**config.mk**
```make
export PLATFORM = sky130hd
export DESIGN_NAME = housekeeping_spi_wb_bridge
export DESIGN_NICKNAME = d
export VERILOG_FILES = /design/src/rtl/housekeeping_spi_wb_bridge.sv
export SDC_FILE = /design/constraint.sdc
export NUM_CORES = 1
export LEC_CHECK = 0
export ABC_CLOCK_PERIOD_IN_PS = 2720
export BUFFER_PORTS_ARGS = -buffer_cell sky130_fd_sc_hd__buf_2
export CAP_MARGIN = 30
export CORE_ASPECT_RATIO = 1.5
export CORE_MARGIN = 8
export CORE_UTILIZATION = 40
export DETAILED_ROUTE_END_ITERATION = 8
export GPL_ROUTABILITY_DRIVEN = 0
export PLACE_DENSITY = 0.59
export SLEW_MARGIN = 20
export SYNTH_ARGS = -nofsm -noshare
export SYNTH_HDL_FRONTEND = slang
export SYNTH_SLANG_ARGS = --single-unit
```
**constraint.sdc**
```tcl
create_clock -name wb_clk_i -period 2.72 [get_ports wb_clk_i]
set_clock_uncertainty 0.05 [all_clocks]
set_input_delay 0 -clock wb_clk_i [delete_from_list [all_inputs] [get_ports wb_clk_i]]
set_output_delay 0 -clock wb_clk_i [all_outputs]
set_load 0.02 [all_outputs]
```
**src/rtl/housekeeping_spi_wb_bridge.sv**
```systemverilog
// Bridges housekeeping SPI byte accesses onto single-beat Wishbone transfers.
// Latency: write push to cyc rise 1 cycle when idle; reads complete behind posted writes.
// Backpressure: writes post into a FIFO (dropped + fifo_ovf when full); reads wait for ack.
// Optional macro HKSPI_BUS_TIMEOUT_EN: abort bus cycles that see no ack within WB_TIMEOUT cycles.
module housekeeping_spi_wb_bridge #(
  parameter logic [31:0] BASE_ADDR  = 32'h2610_0000,
  parameter int          FIFO_DEPTH = 4,
  parameter int          WB_TIMEOUT = 15
) (
  input  logic        wb_clk_i,
  input  logic        wb_rst_i,
  input  logic        spi_csb,
  input  logic        spi_wrstb,
  input  logic        spi_rdstb,
  input  logic [7:0]  spi_addr,
  input  logic [7:0]  spi_wdata,
  output logic [7:0]  spi_rdata,
  output logic        wb_cyc_o,
  output logic        wb_stb_o,
  output logic        wb_we_o,
  output logic [3:0]  wb_sel_o,
  output logic [31:0] wb_adr_o,
  output logic [31:0] wb_dat_o,
  input  logic        wb_ack_i,
  input  logic [31:0] wb_dat_i,
  output logic        busy,
  output logic        fifo_ovf,
  output logic        timeout_err
);

  localparam int AW = $clog2(FIFO_DEPTH);
  localparam int CW = AW + 1;
  localparam logic [CW-1:0] FULL_CNT = CW'(FIFO_DEPTH);

  typedef enum logic [1:0] {IDLE, WR_BUS, RD_BUS} state_t;

  logic csb_meta_q, csb_sync_q, csb_prev_q;
  logic wr_meta_q, wr_sync_q, wr_prev_q;
  logic rd_meta_q, rd_sync_q, rd_prev_q;

  logic [15:0]   fifo_mem_q [FIFO_DEPTH];
  logic [AW-1:0] wr_ptr_q, rd_ptr_q;
  logic [CW-1:0] cnt_q, cnt_d;

  state_t      state_q;
  logic        cyc_q, we_q, ovf_q;
  logic [3:0]  sel_q;
  logic [31:0] adr_q, dat_q;
  logic [7:0]  rdata_q;
  logic        rd_pend_q, last_vld_q;
  logic [7:0]  rd_addr_q, cur_addr_q, samp_q, last_addr_q;

  logic wr_rise, rd_rise, csb_rise, fifo_full, push, pop;
  logic tmo_hit, bus_done, samp_hit, rd_launch;
  logic [15:0] head;

  function automatic logic [31:0] map_adr(input logic [7:0] a);
    return BASE_ADDR + {24'b0, a[7:2], 2'b00};
  endfunction

  function automatic logic [7:0] lane_of(input logic [31:0] d, input logic [1:0] s);
    logic [7:0] b;
    case (s)
      2'd0:    b = d[7:0];
      2'd1:    b = d[15:8];
      2'd2:    b = d[23:16];
      default: b = d[31:24];
    endcase
    return b;
  endfunction

  assign wr_rise   = wr_sync_q & ~wr_prev_q;
  assign rd_rise   = rd_sync_q & ~rd_prev_q;
  assign csb_rise  = csb_sync_q & ~csb_prev_q;
  assign fifo_full = (cnt_q == FULL_CNT);
  assign push      = wr_rise & ~fifo_full;
  assign bus_done  = wb_ack_i | tmo_hit;
  assign pop       = (state_q == WR_BUS) & bus_done;
  assign head      = fifo_mem_q[rd_ptr_q];

  // A stable new address under rdstb is a streaming read; suppress while one is queued or in flight.
  assign samp_hit  = rd_sync_q & rd_prev_q & (spi_addr == samp_q) &
                     ~(last_vld_q & (spi_addr == last_addr_q)) &
                     ~rd_pend_q & (state_q != RD_BUS);
  assign rd_launch = rd_rise | samp_hit;

  // FIFO occupancy next-state: simultaneous push and pop leave the count unchanged.
  always_comb begin
    cnt_d = cnt_q;
    case ({push, pop})
      2'b10:   cnt_d = cnt_q + CW'(1);
      2'b01:   cnt_d = cnt_q - CW'(1);
      default: cnt_d = cnt_q;
    endcase
  end

  // Two-flop synchronizers plus a delayed copy for edge detection.
  always_ff @(posedge wb_clk_i) begin
    if (wb_rst_i) begin
      {csb_meta_q, csb_sync_q, csb_prev_q} <= 3'b111;
      {wr_meta_q, wr_sync_q, wr_prev_q}    <= 3'b000;
      {rd_meta_q, rd_sync_q, rd_prev_q}    <= 3'b000;
    end else begin
      {csb_meta_q, csb_sync_q, csb_prev_q} <= {spi_csb, csb_meta_q, csb_sync_q};
      {wr_meta_q, wr_sync_q, wr_prev_q}    <= {spi_wrstb, wr_meta_q, wr_sync_q};
      {rd_meta_q, rd_sync_q, rd_prev_q}    <= {spi_rdstb, rd_meta_q, rd_sync_q};
    end
  end

  // Posted-write storage; the SPI stage holds addr/data stable while wrstb is high.
  always_ff @(posedge wb_clk_i) begin
    if (push) fifo_mem_q[wr_ptr_q] <= {spi_addr, spi_wdata};
  end

  // FIFO pointers and occupancy.
  always_ff @(posedge wb_clk_i) begin
    if (wb_rst_i) begin
      wr_ptr_q <= '0;
      rd_ptr_q <= '0;
      cnt_q    <= '0;
    end else begin
      if (push) wr_ptr_q <= wr_ptr_q + AW'(1);
      if (pop)  rd_ptr_q <= rd_ptr_q + AW'(1);
      cnt_q <= cnt_d;
    end
  end

  // Bus FSM with registered Wishbone outputs, read queueing and sticky overflow.
  always_ff @(posedge wb_clk_i) begin
    if (wb_rst_i) begin
      state_q     <= IDLE;
      cyc_q       <= 1'b0;
      we_q        <= 1'b0;
      sel_q       <= 4'b0;
      adr_q       <= 32'b0;
      dat_q       <= 32'b0;
      rdata_q     <= 8'hFF;
      ovf_q       <= 1'b0;
      rd_pend_q   <= 1'b0;
      rd_addr_q   <= 8'b0;
      cur_addr_q  <= 8'b0;
      samp_q      <= 8'b0;
      last_addr_q <= 8'b0;
      last_vld_q  <= 1'b0;
    end else begin
      if (wr_rise && fifo_full) ovf_q <= 1'b1;
      if (rd_sync_q) samp_q <= spi_addr;
      case (state_q)
        IDLE: begin
          if (cnt_q != '0) begin
            state_q <= WR_BUS;
            cyc_q   <= 1'b1;
            we_q    <= 1'b1;
            adr_q   <= map_adr(head[15:8]);
            sel_q   <= 4'b0001 << head[9:8];
            dat_q   <= {4{head[7:0]}};
          end else if (rd_pend_q) begin
            state_q    <= RD_BUS;
            cyc_q      <= 1'b1;
            we_q       <= 1'b0;
            adr_q      <= map_adr(rd_addr_q);
            sel_q      <= 4'b0001 << rd_addr_q[1:0];
            cur_addr_q <= rd_addr_q;
            rd_pend_q  <= 1'b0;
          end
        end
        WR_BUS: begin
          if (bus_done) begin
            state_q <= IDLE;
            cyc_q   <= 1'b0;
            we_q    <= 1'b0;
          end
        end
        RD_BUS: begin
          if (bus_done) begin
            state_q     <= IDLE;
            cyc_q       <= 1'b0;
            rdata_q     <= wb_ack_i ? lane_of(wb_dat_i, cur_addr_q[1:0]) : 8'hFF;
            // A timed-out address is also recorded so it is not retried until the address moves.
            last_addr_q <= cur_addr_q;
            last_vld_q  <= 1'b1;
          end
        end
        default: state_q <= IDLE;
      endcase
      if (rd_launch) begin
        rd_pend_q <= 1'b1;
        rd_addr_q <= spi_addr;
      end
      if (csb_rise) begin
        rd_pend_q  <= 1'b0;
        last_vld_q <= 1'b0;
      end
    end
  end

`ifdef HKSPI_BUS_TIMEOUT_EN
  localparam int TW = $clog2(WB_TIMEOUT + 1);
  logic [TW-1:0] tmo_cnt_q;
  logic          tmo_err_q;

  assign tmo_hit     = (state_q != IDLE) && !wb_ack_i && (tmo_cnt_q == TW'(WB_TIMEOUT - 1));
  assign timeout_err = tmo_err_q;

  // Counts cycles spent waiting for ack; restarts every time the FSM returns to IDLE.
  always_ff @(posedge wb_clk_i) begin
    if (wb_rst_i || state_q == IDLE) tmo_cnt_q <= '0;
    else                             tmo_cnt_q <= tmo_cnt_q + TW'(1);
    if (wb_rst_i)     tmo_err_q <= 1'b0;
    else if (tmo_hit) tmo_err_q <= 1'b1;
  end
`else
  logic unused_timeout;
  assign unused_timeout = (WB_TIMEOUT != 0);
  assign tmo_hit        = 1'b0;
  assign timeout_err    = 1'b0;
`endif

  assign wb_cyc_o  = cyc_q;
  assign wb_stb_o  = cyc_q;
  assign wb_we_o   = we_q;
  assign wb_sel_o  = sel_q;
  assign wb_adr_o  = adr_q;
  assign wb_dat_o  = dat_q;
  assign spi_rdata = rdata_q;
  assign fifo_ovf  = ovf_q;
  assign busy      = (cnt_q != '0) || (state_q != IDLE);

endmodule
```
==> results of run 1 <==
## cells by family (layout without fill, tap and decap cells)
| family | after synthesis | after routing |
|---|---|---|
| buffers and inverters | 88 | 202 |
| multiplexers | 51 | 51 |
| flip-flops | 148 | 148 |
| XOR/XNOR | 21 | 21 |
| other | 1 | 23 |
| adder cells (fa/ha/maj) | 9 | 9 |
| AND/OR/NAND/NOR | 162 | 162 |
| AO/OA/AOI/OAI | 52 | 52 |
## metrics by stage
| step | area [um2] | worst slack (ps) | util |
|---|---|---|---|
| after floorplan | 6489 | 738.5 | - |
| after global placement | 6870 | 534.0 | 0.4377 |
| after detailed placement | 6878 | 509.9 | 0.4382 |
| after CTS | 7820 | 487.3 | 0.4982 |
| after global routing | 7820 | 346.8 | 0.4982 |
| final | 7820 | 504.3 | 0.4982 |
## power breakdown
part / internal, mW / leakage, nW / switching, mW
Sequential: 2.42 / 1.26 / 0.0839
Combinational: 0.371 / 1.58 / 0.577
Clock: 1.35 / 0.271 / 0.909
Total: 4.15 / 3.11 / 1.57
## cells in the mapped netlist (all sizes together), types with 9 or more instances
cell type | n | area (um2)
inv | 10 | 37.54
nor2 | 39 | 146.4
xor2 | 10 | 87.58
dfxtp | 84 | 1682
clkbuf | 12 | 46.29
nand2 | 57 | 216.5
o21ai | 9 | 48.80
mux2i | 27 | 295.3
buf | 66 | 481.7
edfxtp | 64 | 1922
xnor2 | 11 | 96.34
a21oi | 29 | 145.1
mux4 | 24 | 540.5
nand2b | 19 | 118.9
nand3b | 16 | 120.1
## state kept, by name (all words and copies together) (netlist names), 2 cells and up, named ones only
| signal | flops |
|---|---|
| rd_ptr_q | 2 |
| samp_q | 8 |
| last_addr_q | 8 |
| spi_rdata | 8 |
| wb_dat_o | 8 |
| cnt_q | 3 |
| wr_ptr_q | 2 |
| state_q | 2 |
| fifo_mem_q | 64 |
| wb_adr_o | 7 |
| cur_addr_q | 8 |
| rd_addr_q | 8 |
| wb_sel_o | 4 |
## per-layer routing
metal	GRT usage	vias up	share of wire
li1	-	2017	-
met1	0.1444	1982	0.38
met2	0.2456	111	0.54
met3	0.03728	21	0.061
met4	0.06707	0	0.026
met5	0	-	0
## final timing paths
path	startpoint	to	slack, ps	cells after the start
max reg2reg	state_q[1]	cnt_q[2]	500	9
min reg2reg	csb_meta_q	csb_sync_q	360	1
min	wb_rst_i	cur_addr_q[3]	90	2
max	state_q[1]	cnt_q[2]	500	9
## layout make-up
class | instances | area, um2 | area share
clock buffer | 17 | 425.4 | 0.05440
clock inverter | 15 | 156.4 | 0.02000
inverter | 10 | 37.54 | 0.004800
multi-input combinational | 318 | 2320 | 0.2966
sequential | 148 | 3603 | 0.4608
tap | 203 | 254.0 | 0.03248
timing repair buffer | 160 | 1023 | 0.1309
## what timing repair did
action	CTS	global route
buffers inserted	0	0
hold buffers	36	0
resized for setup	0	0
endpoints found under the hold margin	92	0
==> results.md, run 1 <==
- Die area: 20400 um2
- Die Width: 119.3 um
- Initial antenna violation count: 0
- Worst EP arrival: 2500 ps
- IO Port Bufs: 112
- Post-route ant nets: 0
- Nets: 718
- CP delay by family, top: adder cells
- CP max stage cell: fa_1
- Tot Pwr: 5.717 mW
- Hold Crit Class: in2reg
- Final Hold Slack: 88.28 ps
- Placed instance count: 803
- Outcome: completed
- Maximum clock rate: 0.4513 GHz
- Post-Synth XOR/XNOR Area: 0.02871
- Max-slew headroom: 0.5151
- Post-synth EDFFs: 64
- Mux cell area share after synthesis: 0.1305
- Clock sinks: 148
- Worst-path cell chain: inv_1 > ha_1 > and2_1 > ha_1 > inv_1 > fa_1 > xor2_1 > or3_1 > a21oi_1
- Commonest non-fill, non-tap cell in the layout: buf_2
- Yosys warnings: 0
- Post-Synthesis Cells: 532
- # rows: 56
- Crit share post-route: 0.8146
- Mean post-synth cell area: 12.04 um2
- Fillers: 1433
- Synth Area in Simple Gates: 0.1236
- DRT Pass-1 Iters: 4
- Slew @ Worst Pin: 727.4 ps
- CTS Buf Count: 17
- Slowest stage delay, CP: 370 ps
- Tmin final: 2216 ps
- Max VDD drop: 0.0003872 V
- CTS clk-pin slew, worst paths: 60 ps
- RSZ-0062 raised after global routing: false
- CTS tree: built
- Setup TNS Final: 0 ps
- Final wirelength: 13.81 mm
- Max-cap violation count: 0
- I/O Pins: 136
- Share of layout cells above drive strength 1: 0.2799
- Critical path fanouts, max: 3
- Largest family of logic cells by synthesized area: multiplexers
- Worst EP required: 3010 ps
- Synth Area in Compound Gates: 0.04707
- Grt total ovfl: 0
- Hold Violations, Final: 0
- Initial Utilization: 0.4082
- Tot GR Track Use: 0.1366
- Predominant post-synthesis flop cell: dfxtp_1
- CP bufs+invs: 2
- Hpwl dp: 10.07 mm
- First-pass GRT wire length: 22.02 mm
- Largest net degree at the start of global routing: 52
- Final Instance Count excl. Fillers: 871
- Adder-Cell Fraction of Synth Area: 0.01875
- Final Max Slew Viols: 0
- Async S/R FF share, synth: 0
- Mapped Area: 6406 um2
- Vias per cell: 4.743
- Crit Path Category: reg2reg
- Worst setup EP type: flip-flop
- Die height: 171.0 um
- Vias in the first global route: 4254
- PwrDens: 731.1 nW/um2
- Clock buffer depth: 2
- LEAKAGE: 3.110 nW
- Crit start category: flip-flop
- Final setup viols: 0
- DR iter-0 viols: 342
- Wire length per cell: 15.85 um
- DR vias: 4131
- Htree depth: 4
- Area delta synth->final: 22.07%
- CORE AREA: 15700 um2
- Seq cells post-synth: 148
- Most frequent cells in the layout: 112 x buf_2, 84 x dfxtp_1, 64 x edfxtp_1
- Root Driver: clkbuf_16
- Antenna cells: 0
- Unique cell type count in the Yosys netlist: 41
- Worst-skew pair later-pin latency: 410 ps
- Register area share after synthesis: 0.5625
- DRC viols: 0
No activity file was read; power rests on OpenSTA's default activity.
==> run 2: changes to the inputs <==
--- a/config.mk
+++ b/config.mk
@@ -5,7 +5,8 @@
 export SDC_FILE = /design/constraint.sdc
 export NUM_CORES = 1
 export LEC_CHECK = 0
-export ABC_CLOCK_PERIOD_IN_PS = 2720
+export ABC_AREA = 1
+export ABC_CLOCK_PERIOD_IN_PS = 2300
 export BUFFER_PORTS_ARGS = -buffer_cell sky130_fd_sc_hd__buf_2
 export CAP_MARGIN = 30
 export CORE_ASPECT_RATIO = 1.5
==> constraint.sdc (replaced) <==
create_clock -name wb_clk_i -period 2.3 [get_ports wb_clk_i]
set_clock_uncertainty 0.05 [all_clocks]
set_input_delay 0 -clock wb_clk_i [delete_from_list [all_inputs] [get_ports wb_clk_i]]
set_output_delay 0 -clock wb_clk_i [all_outputs]
set_load 0.02 [all_outputs]
==> results.md, run 2 <==
- Outcome: completed
- Top area cells in the synthesized netlist: edfxtp_1 30%, dfxtp_1 26%, o21ai_0 6.9%, buf_4 6.1%, nor2_1 5.9%
- Final wirelength: 14.99 mm (+8.6%)
- R2R Setup Slk: 240 ps (-260 ps)
- Critical path fanouts, max: 3 (unchanged)
- Clock power frac: 0.373 (-0.023)
- Max-cap violation count: 0 (unchanged)
- Worst-path cell chain: inv_1 > ha_1 > nand2_1 > inv_1 > ha_1 > inv_1 > fa_1 > a21oi_1 > o21ai_0 > o21ai_0 > a21oi_1
- DRC viols: 0 (unchanged)
- Sequential share of power: 0.413 (-0.025)
- Final Max Slew Viols: 0 (unchanged)
- Share of layout cells above drive strength 1: 0.2064 (-0.07357)
- Worst reg2reg startpoint: state_q[1]
- Final setup margin: 242.3 ps (-262.1 ps)
- Crit start category: flip-flop
- Capture point of the worst reg-to-reg path: cnt_q[2]
- Setup TNS Final: 0 ps (unchanged)
- IO Port Bufs: 112 (unchanged)
- Commonest non-fill, non-tap cell in the layout: buf_2
- Most Frequent Cell on Critical Path: inv_1
- Async S/R FF share, synth: 0 (unchanged)
- Htree depth: 4 (unchanged)
- Biggest area consumer among synthesized cells: edfxtp_1
- Mean post-synth cell area: 9.012 um2 (-25%)
- Synth cell count leaders: 101 x nor2_1, 89 x nand2_1, 88 x o21ai_0, 84 x dfxtp_1, 64 x edfxtp_1
- Hold Crit Class: in2reg
- Post-route ant nets: 0 (unchanged)
- Hpwl dp: 10.49 mm (+4.1%)
- NetSw: 2.272 mW (+45%)
- First-pass GRT wire length: 24.35 mm (+11%)
- Hold endpoint: csb_meta_q
- Root Driver: clkbuf_16
- # rows: 56 (unchanged)
- Worst-skew pair later-pin latency: 410 ps (about the same)
- Count leader, synth: nor2_1
- Vias per cell: 4.748 (+0.11%)
- Largest net degree at the start of global routing: 54 (+3.8%)
- Initial Utilization: 0.4095 (+0.001350)
- Switch share: 0.3074 (+0.03280)
- Min-delay src: spi_csb
- Met3 routed WL: 940 um (+12%)
- Internal power: 5.117 mW (+23%)
- Grt total ovfl: 0 (unchanged)
- Crit Path Category: reg2reg
- Seq cells post-synth: 148 (unchanged)
- CORE AREA: 15630 um2 (-0.45%)
- Post-Synthesis Cells: 710 (+33%)
- Max VDD drop: 0.0004550 V (+18%)
- Hold path depth: 3 (+1)
- Antenna cells: 0 (unchanged)
- Hold Violations, Final: 0 (unchanged)
- I/O Pins: 136 (unchanged)
- # Post-CTS Setup Buffers: 0 (unchanged)
- DR iter-0 viols: 322 (-5.8%)
- Worst EP arrival: 2300 ps (-200 ps)
- Met2 WL: 7.650 mm (+3.5%)
- Maximum clock rate: 0.4860 GHz (+7.7%)
- Tot GR Track Use: 0.1495 (+0.01297)
- DR vias: 4990 (+21%)
- Worst setup EP type: flip-flop
- Max-slew headroom: 0.5623 (+0.04729)
- CTS tree: built
- Most frequent cells in the layout: 112 x buf_2, 100 x nor2_1, 88 x nand2_1, 88 x o21ai_0, 83 x dfxtp_1
- CTS clk-pin slew, worst paths: 60 ps (about the same)
- Slowest stage delay, CP: 380 ps (about the same)
- PwrDens: 939.1 nW/um2 (+28%)
- DRT Pass-1 Iters: 4 (unchanged)
- Die Width: 119.3 um (about the same)
- Clock buffer depth: 2 (unchanged)
- Register bank with the most flops: fifo_mem_q
- Crit share post-route: 0.8947 (+0.08009)
- CTS Buf Count: 17 (unchanged)
- Predominant post-synthesis flop cell: dfxtp_1
- Slew @ Worst Pin: 656.5 ps (-70.93 ps)
- Register area share after synthesis: 0.5632 (+0.0006600)
- Die height: 170.9 um (about the same)
- WL met1: 6.107 mm (+17%)
- Gate power share: 0.215 (+0.049)
- Top routing layer in use: met4
- Unique cell type count in the Yosys netlist: 30 (-27%)
- Post-synth top area share: 0.3004 (+0.0003520)
- Fillers: 1439 (+0.42%)
- Final setup viols: 0 (unchanged)
- Initial antenna violation count: 0 (unchanged)
- FF-to-FF path depth: 11 (+2)
- Yosys warnings: 0 (unchanged)
- Die area: 20380 um2 (-0.11%)
- Number of flip-flops in the largest register: 64 (unchanged)
- Tmin final: 2058 ps (-157.9 ps)
- LEAKAGE: 3.367 nW (+8.3%)
- RSZ-0062 raised after global routing: false
- CP max stage cell: fa_1
- Wire length per cell: 14.27 um (-10%)
- Mapped Area: 6399 um2 (-0.12%)
- Clock sinks: 148 (unchanged)
- Nets: 898 (+25%)
- Area delta synth->final: 22.96%
- Vias in the first global route: 5063 (+19%)
- Worst EP required: 2540 ps (-470 ps)
- Post-synth EDFFs: 64 (unchanged)
- Pre-CTS WS: 235.6 ps (-274.4 ps)
run 2: cell count changes after synthesis, moves of 10 or more:
cell	change
mux4_2	-24
nand2b_1	-19
a31oi_1	+16
nand2_1	+33
o22ai_1	+11
mux2i_1	-25
o21ai_0	+80
inv_1	+49
nand3_1	+20
nand3b_1	-16
xnor2_1	-10
a21oi_1	+28
nor2_1	+62
run 2: cell type report:
type	instances	area, um2	share of cell area
well taps	203	254.0	0.03228
repair buffers	164	1044	0.1326
multi-input cells	440	2118	0.2692
clock buffers	21	494.2	0.06282
flip-flops and latches	148	3605	0.4582
inverters	64	240.2	0.03053
clock inverters	11	112.6	0.01431
run 2: power groups by stage:
stage                     Combinational [mW]  Sequential (mW)  Clock [mW]
after global placement                  1.51             3.10           0
after global routing                    1.77             3.07        2.92
after floorplan                         1.11             3.22           0
final                                   1.59             3.05        2.75
after detailed placement                1.53             3.11           0
after CTS                               1.60             3.05        2.80
run 2: cell families after synthesis:
group,after synthesis,synth area share
compound gates,177,0.1447
xor+xnor,8,0.01095
fa+ha+maj,9,0.01877
buf+inv,144,0.1195
flops,148,0.5632
other cells,1,0.0005861
simple gates,223,0.1424
run 2: worst max path at each step:
stage	slack (ps)	end	start
floorplan	430	cnt_q[2]	cnt_q[0]
global placement	330	cnt_q[2]	cnt_q[0]
detailed placement	240	cnt_q[2]	cnt_q[0]
CTS	130	spi_rdata[4]	cur_addr_q[0]
global route	20	spi_rdata[4]	cur_addr_q[1]
finish	240	cnt_q[2]	state_q[1]
run 2: what timing repair did:
item / CTS / global route
resized for setup: 0 / 3
setup endpoints to repair: 0 / 9
hold buffers: 37 / 0
endpoints found under the hold margin: 94 / 0
run 2: metal layers:
layer  GRT usage  up-vias
met1      0.1550     2280
met4     0.06019        0
met5           0        -
met3     0.05576       14
met2      0.2670      155
li1            -     2541
run 2: through the flow:
step | utilization | power, mW | area, um2 | hold slack, ps | std cells
after floorplan | - | 4.329 | 6481 | 48.87 | 732
after global placement | 0.4406 | 4.610 | 6884 | 137.6 | 982
after detailed placement | 0.4406 | 4.636 | 6884 | 139.6 | 982
after CTS | 0.5031 | 7.454 | 7861 | 236.2 | 1051
after global routing | 0.5035 | 7.757 | 7868 | 260.9 | 1051
final | 0.5035 | 7.388 | 7868 | 252.7 | 1051
run 2: critical path: cells and delay by family (launching register included):
family | cells | cell delay [ps]
and+or+nand+nor | 1 | 80
AOI/OAI and AO/OA | 4 | 500
adders and majority gates | 3 | 720
DFF | 1 | 330
buffers and inverters | 3 | 280
